<file path="src/rtl/t05_arb_pkg.sv">
// rtl/t05_arb_pkg.sv - shared state type, requester indices and helpers for the SRAM arbiter
package t05_arb_pkg;

  localparam int ARB_NUM_REQ = 5;

  localparam int ARB_HIST  = 0;
  localparam int ARB_FLV   = 1;
  localparam int ARB_HTREE = 2;
  localparam int ARB_CB    = 3;
  localparam int ARB_TRN   = 4;

  typedef enum logic [2:0] {
    ST_IDLE,
    ST_ISSUE,
    ST_WAIT_START,
    ST_WAIT_END,
    ST_DONE
  } t05_arb_state_t;

  // Index base+off folded back into 0..n-1; off never exceeds n.
  function automatic int rr_wrap(input int base, input int off, input int n);
    int s;
    s = base + off;
    return (s >= n) ? s - n : s;
  endfunction

endpackage

</file>
<file path="src/rtl/t05_rr_picker.sv">
// rtl/t05_rr_picker.sv - combinational round-robin picker
// Searches from last+1 with wrap-around and returns a one-hot winner.
module t05_rr_picker import t05_arb_pkg::*; #(
  parameter int NUM_REQ = ARB_NUM_REQ,
  parameter int IDX_W   = 3
) (
  input  logic [NUM_REQ-1:0] req,
  input  logic [IDX_W-1:0]   last,
  output logic [NUM_REQ-1:0] gnt_next,
  output logic               valid
);

  always_comb begin
    gnt_next = '0;
    valid    = 1'b0;
    // Offset NUM_REQ wraps back to last itself, so it ranks behind everyone else.
    for (int i = 1; i <= NUM_REQ; i++) begin
      if (!valid && req[rr_wrap(int'(last), i, NUM_REQ)]) begin
        valid = 1'b1;
        gnt_next[rr_wrap(int'(last), i, NUM_REQ)] = 1'b1;
      end
    end
  end

endmodule

</file>
<file path="src/rtl/t05_sram_arbiter.sv">
// rtl/t05_sram_arbiter.sv - round-robin arbiter onto the single wishbone_manager port
// Optional busy watchdog with err abort is compiled in by defining T05_ARB_TIMEOUT_EN.
module t05_sram_arbiter import t05_arb_pkg::*; #(
  parameter int NUM_REQ     = ARB_NUM_REQ,
  parameter int TIMEOUT_CYC = 255
) (
  input  logic                 hwclk,
  input  logic                 reset,
  input  logic [NUM_REQ-1:0]   req,
  input  logic [NUM_REQ-1:0]   req_we,
  input  logic [NUM_REQ*32-1:0] req_addr,
  input  logic [NUM_REQ*32-1:0] req_wdata,
  input  logic [NUM_REQ*4-1:0] req_sel,
  output logic [NUM_REQ-1:0]   gnt,
  output logic [NUM_REQ-1:0]   done,
  output logic [31:0]          rdata,
  output logic                 err,
  output logic                 write_i,
  output logic                 read_i,
  output logic [31:0]          addr_i,
  output logic [31:0]          data_i,
  output logic [3:0]           sel_i,
  input  logic                 busy_o,
  input  logic [31:0]          data_o
);

  localparam int IDX_W = (NUM_REQ > 1) ? $clog2(NUM_REQ) : 1;

  t05_arb_state_t     state;
  logic [IDX_W-1:0]   last;
  logic [IDX_W-1:0]   gnt_idx;
  logic               lat_we;
  logic [NUM_REQ-1:0] pick_oh;
  logic               pick_valid;
  logic [IDX_W-1:0]   pick_idx;
  logic               pick_we;
  logic [31:0]        pick_addr;
  logic [31:0]        pick_wdata;
  logic [3:0]         pick_sel;
  logic               tmo_hit;

  t05_rr_picker #(
    .NUM_REQ (NUM_REQ),
    .IDX_W   (IDX_W)
  ) u_picker (
    .req      (req),
    .last     (last),
    .gnt_next (pick_oh),
    .valid    (pick_valid)
  );

  always_comb begin
    pick_idx   = '0;
    pick_we    = 1'b0;
    pick_addr  = '0;
    pick_wdata = '0;
    pick_sel   = '0;
    for (int i = 0; i < NUM_REQ; i++) begin
      if (pick_oh[i]) begin
        pick_idx   = IDX_W'(i);
        pick_we    = req_we[i];
        pick_addr  = req_addr[i*32 +: 32];
        pick_wdata = req_wdata[i*32 +: 32];
        pick_sel   = req_sel[i*4 +: 4];
      end
    end
  end

`ifdef T05_ARB_TIMEOUT_EN
  localparam int TMO_W = $clog2(TIMEOUT_CYC + 1);

  logic [TMO_W-1:0] tmo_cnt;
  logic             waiting;

  // Counter restarts whenever the wait condition is left, i.e. on every state entry.
  assign waiting = ((state == ST_WAIT_START) && !busy_o) ||
                   ((state == ST_WAIT_END)   &&  busy_o);
  assign tmo_hit = waiting && (tmo_cnt == TMO_W'(TIMEOUT_CYC - 1));

  always_ff @(posedge hwclk or posedge reset) begin
    if (reset) begin
      tmo_cnt <= '0;
    end else if (waiting) begin
      tmo_cnt <= tmo_cnt + 1'b1;
    end else begin
      tmo_cnt <= '0;
    end
  end
`else
  assign tmo_hit = 1'b0;
`endif

  always_ff @(posedge hwclk or posedge reset) begin
    if (reset) begin
      state   <= ST_IDLE;
      last    <= IDX_W'(NUM_REQ - 1);
      gnt_idx <= '0;
      lat_we  <= 1'b0;
      gnt     <= '0;
      done    <= '0;
      err     <= 1'b0;
      rdata   <= '0;
      write_i <= 1'b0;
      read_i  <= 1'b0;
      addr_i  <= '0;
      data_i  <= '0;
      sel_i   <= '0;
    end else begin
      write_i <= 1'b0;
      read_i  <= 1'b0;
      done    <= '0;
      err     <= 1'b0;
      case (state)
        ST_IDLE: begin
          if (pick_valid) begin
            gnt     <= pick_oh;
            gnt_idx <= pick_idx;
            lat_we  <= pick_we;
            addr_i  <= pick_addr;
            data_i  <= pick_wdata;
            sel_i   <= pick_sel;
            write_i <= pick_we;
            read_i  <= !pick_we;
            state   <= ST_ISSUE;
          end
        end
        ST_ISSUE: begin
          state <= ST_WAIT_START;
        end
        ST_WAIT_START: begin
          if (busy_o) begin
            state <= ST_WAIT_END;
          end else if (tmo_hit) begin
            done  <= gnt;
            err   <= 1'b1;
            state <= ST_DONE;
          end
        end
        ST_WAIT_END: begin
          if (!busy_o) begin
            if (!lat_we) begin
              rdata <= data_o;
            end
            done  <= gnt;
            state <= ST_DONE;
          end else if (tmo_hit) begin
            done  <= gnt;
            err   <= 1'b1;
            state <= ST_DONE;
          end
        end
        ST_DONE: begin
          last  <= gnt_idx;
          gnt   <= '0;
          state <= ST_IDLE;
        end
        default: begin
          state <= ST_IDLE;
        end
      endcase
    end
  end

endmodule

</file>
<file path="config.mk">
export PLATFORM = sky130hd
export DESIGN_NAME = t05_sram_arbiter
export DESIGN_NICKNAME = d
export VERILOG_FILES = /design/src/rtl/t05_arb_pkg.sv /design/src/rtl/t05_rr_picker.sv /design/src/rtl/t05_sram_arbiter.sv
export SDC_FILE = /design/constraint.sdc
export NUM_CORES = 1
export LEC_CHECK = 0
export CAP_MARGIN = 40
export CORE_AREA = 2 2 192 194
export CTS_BUF_LIST = sky130_fd_sc_hd__clkbuf_8
export CTS_CLUSTER_DIAMETER = 80
export DETAILED_ROUTE_END_ITERATION = 7
export DIE_AREA = 0 0 194 196
export GPL_ROUTABILITY_DRIVEN = 0
export PLACE_DENSITY = 0.62
export SKIP_LAST_GASP = 1
export SYNTH_ARGS = -nofsm -noshare
export SYNTH_HDL_FRONTEND = slang
export SYNTH_SLANG_ARGS = --single-unit
</file>
<file path="constraint.sdc">
create_clock -name hwclk -period 10.5 [get_ports hwclk]
set_input_delay 1.05 -clock hwclk [delete_from_list [all_inputs] [get_ports hwclk]]
set_output_delay 1.05 -clock hwclk [all_outputs]
set_load 0.05 [all_outputs]
</file>
==> results_dict.tcl, run 1 <==
set metrics [dict create \
    yosys-top-cells-area "dfrtp_1, a221oi_1, mux2i_1, o21bai_1, a21oi_1" \
    crit_family "buffers and inverters" \
    worst_clock_skew_ns 0.02308 \
    initial_core_util_pct 23.43 \
    die_x_um 194 \
    synth_top_area_share_pct 35.82 \
    synth.net_count 1264 \
    ys_seq_area_share_pct 36.13 \
    cts_hold_buf 0 \
    crit_chain "inv_1 > ha_1 > inv_1 > nand2_1 > a2bb2oi_1 > a21boi_2 > and4b_1 > and3_1 > a41oi_4 > buf_4 > buf_4 > mux2i_1 > a21oi_1" \
    hp-class "flip-flop to flip-flop" \
    design.core.area_um2 36080 \
    ios 498 \
    critical_path_class "flip-flop to flip-flop" \
    met1_length_um 16270 \
    hold_violations 0 \
    track_usage_pct 20.45 \
    slew_violations 0 \
    setup_viol 0 \
    core.rowCount 70 \
    clock.fmax_mhz 182.2 \
    multi_input_area_um2 5002 \
    die_y_um 196 \
    required_ns 10.86 \
    drt-total-wl_um 40680 \
    syn_area_um2 8453 \
    cts_max_path_buffers 2 \
    syn_inst 859 \
    stdcell_count 1782 \
    maxCapViolations 0 \
    fin_tns_setup_ns 0 \
    insertion_delay_ns 0.49 \
    cts_made_buffers 17 \
    total_power_uw 5097 \
    cp.buffers_inverters 4 \
    antenna_found_initial 6 \
    ir_worst_vdd_uv 152.1 \
    clkSinkCount 122 \
    synth_flop_cell "dfrtp_1" \
    nets 1705 \
    power_density_nw_per_um2 357.5 \
    grt-ovfl-total 0 \
    dp_cells 1749 \
    seqCellArea_um2 3054 \
    synth_cell_type_count 72 \
    async_flop_share_pct 100.0 \
    pre_cts_slack_ns 5.096 \
    drc 0 \
    wl_per_cell_um 22.83 \
    cts.repair.resized 0 \
    synth_top_area_cell "dfrtp_1" \
    worst_slack_ns 5.013 \
    grt_pass1_vias 9307 \
    fin_crit_ns 5.487 \
    slew_headroom_pct 41.41 \
    synth.avg_cell_area_um2 9.841 \
    viasPerCell 5.271 \
    rsz0062_at_grt "no" \
    tightest_slew_ns 0.8696 \
    leakage_uw 0.005573 \
    status "complete, no violations" \
    drtPass1Iterations 5 \
    met2WireLength_um 20260 \
    dr.max_layer_used "met5" \
    synth_edf_count 0 \
    critPathMaxStageDelay_ns 0.76 \
    crit_path_max_fanout 45 \
    drive_gt1_share_pct 8.530 \
    cts_max_level 4 \
    drt-initial-drc-count 551 \
    cts.clk_slew.worst_paths_ns 0.09 \
    die_area_um2 38020 \
    cts_tree "done" \
    fillers 3622 \
    yosys_warnings 0 \
    portBuffers 496 \
    end_kind "flip-flop" \
    crit_arrival_ns 5.85 \
    cp_slowest_cell "ha_1" \
    grt_max_degree 64 \
    period_share_pct 52.26 \
    start_kind "flip-flop" \
    ant_nets 0 \
    cts_root_buf "clkbuf_8" \
    final_core_util_pct 39.51 \
    vias 9393 \
    wl_met3_um 3030 \
    post_cts_buffers 0 \
    hpwl_um 30650 \
    syn2layout_area_growth_pct 68.66 \
    grt_pass1_wl_um 59080 \
    synth_seq_cells 122 \
]
worst paths after layout:
| check | from | to | slack, ns | cells past startpoint |
|---|---|---|---|---|
| max | last[1] | addr_i[24] | 5.01 | 13 |
| min | gnt_idx[0] | gnt_idx[0] | 0.48 | 2 |
| max reg2reg | last[1] | addr_i[24] | 5.01 | 13 |
| min reg2reg | gnt_idx[0] | gnt_idx[0] | 0.48 | 2 |
| max in group asynchronous | reset | addr_i[8] | 8.44 | 4 |
| min in group asynchronous | reset | sel_i[1] | 1.03 | 2 |
worst register-to-register path, delay by kind of cell, from the launching register on:
kind                     cells  cell delay, ns
flip-flops                   1            0.56
adder cells (fa/ha/maj)      1            0.76
AO/OA/AOI/OAI                4            0.84
buffers and inverters        4            2.02
multiplexers                 1            0.35
AND/OR/NAND/NOR              3            0.85
flip-flops by register name (all words and copies together) (netlist names):
register,cells
gnt,5
data_i,32
done,5
lat_we,1
sel_i,4
write_i,1
read_i,1
gnt_idx,3
state,3
last,3
addr_i,32
rdata,32
metal layers:
| layer | vias up | GRT usage, % |
|---|---|---|
| met4 | 2 | 6.987 |
| met2 | 422 | 34.61 |
| met1 | 4624 | 24.71 |
| met3 | 61 | 6.120 |
| li1 | 4284 | - |
| met5 | - | 0 |
logic make-up after synthesis:
group | synth area share (%)
simple gates | 8.999
mux | 13.68
fa+ha+maj | 3.049
buf+inv | 5.447
xor+xnor | 0.5180
compound gates | 32.13
flops | 36.13
other cells | 0.04436
per-stage QoR:
stage / hold WS, ns / cell area, um^2
global route: 0.5171 / 14260
detailed placement: 0.4653 / 13870
finish: 0.4767 / 14260
CTS: 0.4837 / 14250
global placement: 0.4477 / 13750
floorplan: 0.4348 / 8453
power breakdown:
group,switching (uW),internal (uW),leakage [uW]
registers,146,715,0.00145
clock network,228,210,0.000186
logic,2410,1390,0.00394
total,2780,2320,0.00557
final cells by class:
cell class | instances | share of cell area, %
Multi-Input combinational cell | 634 | 35.09
Tap cell | 468 | 4.107
Timing Repair Buffer | 513 | 36.31
Sequential cell | 122 | 21.42
Clock inverter | 15 | 1.062
Antenna cell | 1 | 0.01755
Inverter | 12 | 0.3510
Clock buffer | 17 | 1.641
Yosys cell counts (3+ instances only):
library cell,instances
nor2_1,21
a31oi_1,5
mux2i_1,75
buf_2,32
buf_6,4
and3_1,8
or3_1,4
inv_1,12
a21oi_1,88
a2111oi_0,3
nor4b_1,4
o21ai_0,14
o32ai_1,3
nor4_1,5
nand2b_1,6
dfrtp_1,121
nand3_1,10
a221oi_1,127
nand2_1,38
ha_1,19
nand4_1,4
xnor2_1,4
o221ai_1,3
nor3_1,12
and2_1,6
clkbuf_1,49
a221oi_2,10
buf_1,5
o21bai_1,69
nor2b_1,7
and4_1,3
mux2_2,36
cell usage in the layout, fill, tap and decap left out, types with 12 or more instances in the layout:
cell type	synthesis	routed
dfrtp_1	121	121
clkbuf_8	0	17
o21ai_0	14	14
clkdlybuf4s50_1	0	496
ha_1	19	19
mux2_2	36	36
nand2_1	38	38
buf_4	1	12
o21bai_1	69	69
inv_1	12	12
mux2i_1	75	75
a21oi_1	88	88
nor2_1	21	21
a221oi_1	127	127
nor3_1	12	12
Note: power is estimated with default switching activity, not from simulation.
==> run 2, diff against run 1 <==
--- a/config.mk
+++ b/config.mk
@@ -6,13 +6,13 @@
 export NUM_CORES = 1
 export LEC_CHECK = 0
 export CAP_MARGIN = 40
-export CORE_AREA = 2 2 192 194
+export CORE_AREA = 2 2 196 198
 export CTS_BUF_LIST = sky130_fd_sc_hd__clkbuf_8
 export CTS_CLUSTER_DIAMETER = 80
 export DETAILED_ROUTE_END_ITERATION = 7
-export DIE_AREA = 0 0 194 196
+export DIE_AREA = 0 0 198 200
 export GPL_ROUTABILITY_DRIVEN = 0
-export PLACE_DENSITY = 0.62
+export PLACE_DENSITY = 0.61
 export SKIP_LAST_GASP = 1
 export SYNTH_ARGS = -nofsm -noshare
 export SYNTH_HDL_FRONTEND = slang
==> constraint.sdc (replaced) <==
create_clock -name hwclk -period 5.3 [get_ports hwclk]
set_input_delay 0.53 -clock hwclk [delete_from_list [all_inputs] [get_ports hwclk]]
set_output_delay 0.53 -clock hwclk [all_outputs]
set_load 0.05 [all_outputs]
==> results_dict.tcl, run 2 (synthesis gave the netlist of run 1 again) <==
set metrics [dict create \
    critical_path_class "flip-flop to flip-flop" \
    slew_violations 0 \
    final_core_util_pct 38.62 \
    grtUsageMet3_pct 5.477 \
    hold_violations 0 \
    cts_root_buf "clkbuf_8" \
    layout_common_cells "clkdlybuf4s50_1, a221oi_1, dfrtp_1" \
    final_common_cell "clkdlybuf4s50_1" \
    rsz0062_at_grt "no" \
    cp_slowest_cell "dfrtp_1" \
    track_usage_pct 19.81 \
    nets 1716 \
    cts.repair.resized 0 \
    drtPass1Iterations 5 \
    hp-class "input port to asynchronous set/reset pin" \
    crit_chain "inv_1 > ha_1 > ha_1 > a21boi_1 > nor4_1 > or4_1 > o21ai_1 > and3_1 > a211o_2 > buf_4 > a221oi_1 > a21oi_1" \
    maxCapViolations 0 \
    vias 9469 \
    setup_viol 0 \
    required_ns 5.70 \
    cts.clk_slew.worst_paths_ns 0.09 \
    post_cts_buffers 0 \
    hpwl_um 30940 \
    critPathMaxStageDelay_ns 0.57 \
    ir_worst_vdd_uv 358.2 \
    grt-ovfl-total 0 \
    drc 0 \
    portBuffers 496 \
    period_share_pct 89.97 \
    worst_slack_ns 0.5314 \
    design.core.area_um2 37400 \
    clock.fmax_mhz 209.7 \
    cts_tree "done" \
    pre_cts_slack_ns 0.6302 \
    cp.buffers_inverters 2 \
    die_y_um 200 \
    status "complete, no violations" \
    viasPerCell 5.155 \
    reg.largest.list "addr_i (32), data_i (32), rdata (32)" \
    drt-initial-drc-count 595 \
    drt-total-wl_um 41060 \
    drive_gt1_share_pct 9.290 \
    ant_nets 0 \
    grt_most_used_layer "met2" \
    crit_arrival_ns 5.17 \
    grt_pass1_vias 9468 \
    grt_max_degree 71 \
    tightest_slew_ns 0.8321 \
    initial_core_util_pct 22.60 \
    ios 498 \
    start_kind "flip-flop" \
    fin_tns_setup_ns 0 \
    crit_top_cell "ha_1" \
    power_density_nw_per_um2 714.4 \
    cts_max_level 4 \
    crit_family "compound AO/OA/AOI/OAI gates" \
    slew_headroom_pct 43.09 \
    cts_max_path_buffers 2 \
    leakage_uw 0.005635 \
    syn2layout_area_growth_pct 70.86 \
    cts_hold_buf 0 \
    wl_per_cell_um 22.35 \
    met2_usage_pct 33.35 \
    insertion_delay_ns 0.49 \
    end_kind "flip-flop" \
    fin_crit_ns 4.769 \
    cts_made_buffers 17 \
    grt_pass1_wl_um 58840 \
    use_met1_pct 23.78 \
    clkSinkCount 122 \
    die_area_um2 39600 \
    worst_clock_skew_ns 0.01431 \
    crit_path_max_fanout 32 \
    core.rowCount 71 \
    antenna_found_initial 3 \
    die_x_um 198 \
]
[run 2: path summary, 6_finish.rpt]
kind,from,endpoint,slack (ns),cells after the start
setup reg to reg,last[1],data_i[18],0.53,12
max in group asynchronous,reset,rdata[29],3.75,4
hold reg to reg,gnt_idx[1],gnt_idx[1],0.47,2
hold / removal,reset,rdata[24],0.37,2
min in group hwclk,gnt_idx[1],gnt_idx[1],0.47,2
setup / recovery,last[1],data_i[18],0.53,12
[run 2: where the power goes]
part | total (uW) | internal [uW] | switching (uW)
logic | 7710 | 2870 | 4830
clock network | 916 | 465 | 451
registers | 1690 | 1420 | 279
[run 2: routing by layer]
layer	share of wire [%]	vias up
met1	39	4621
li1	-	4311
met5	0.068	-
met3	7.8	83
met4	3.5	4
met2	50	450
[run 2: layout make-up]
class | count | area [um^2]
Fill cell | 3702 | 22960
Timing Repair Buffer | 524 | 5300
Multi-Input combinational cell | 634 | 4985
Sequential cell | 122 | 3054
Tap cell | 511 | 639.4
Clock buffer | 17 | 234.0
Clock inverter | 15 | 175.2
Inverter | 12 | 50.05
Antenna cell | 2 | 5.005
[run 2: per-stage QoR]
step | hold slack (ns) | cell area, um^2 | power, uW | instances
global placement | 0.4501 | 13970 | 9289 | 1800
floorplan | 0.4348 | 8453 | 6831 | 859
detailed placement | 0.4552 | 14030 | 9419 | 1803
finish | 0.3667 | 14440 | 10320 | 1837
CTS | 0.3365 | 14440 | 10380 | 1835
global route | 0.3612 | 14440 | 10970 | 1836
==> run 3, diff against run 2 <==
--- a/config.mk
+++ b/config.mk
@@ -14,6 +14,7 @@
 export GPL_ROUTABILITY_DRIVEN = 0
 export PLACE_DENSITY = 0.61
 export SKIP_LAST_GASP = 1
+export SLEW_MARGIN = 10
 export SYNTH_ARGS = -nofsm -noshare
 export SYNTH_HDL_FRONTEND = slang
 export SYNTH_SLANG_ARGS = --single-unit
==> results of run 3 <==
No change in the layout: final DEF, timing and power equal those of run 2.
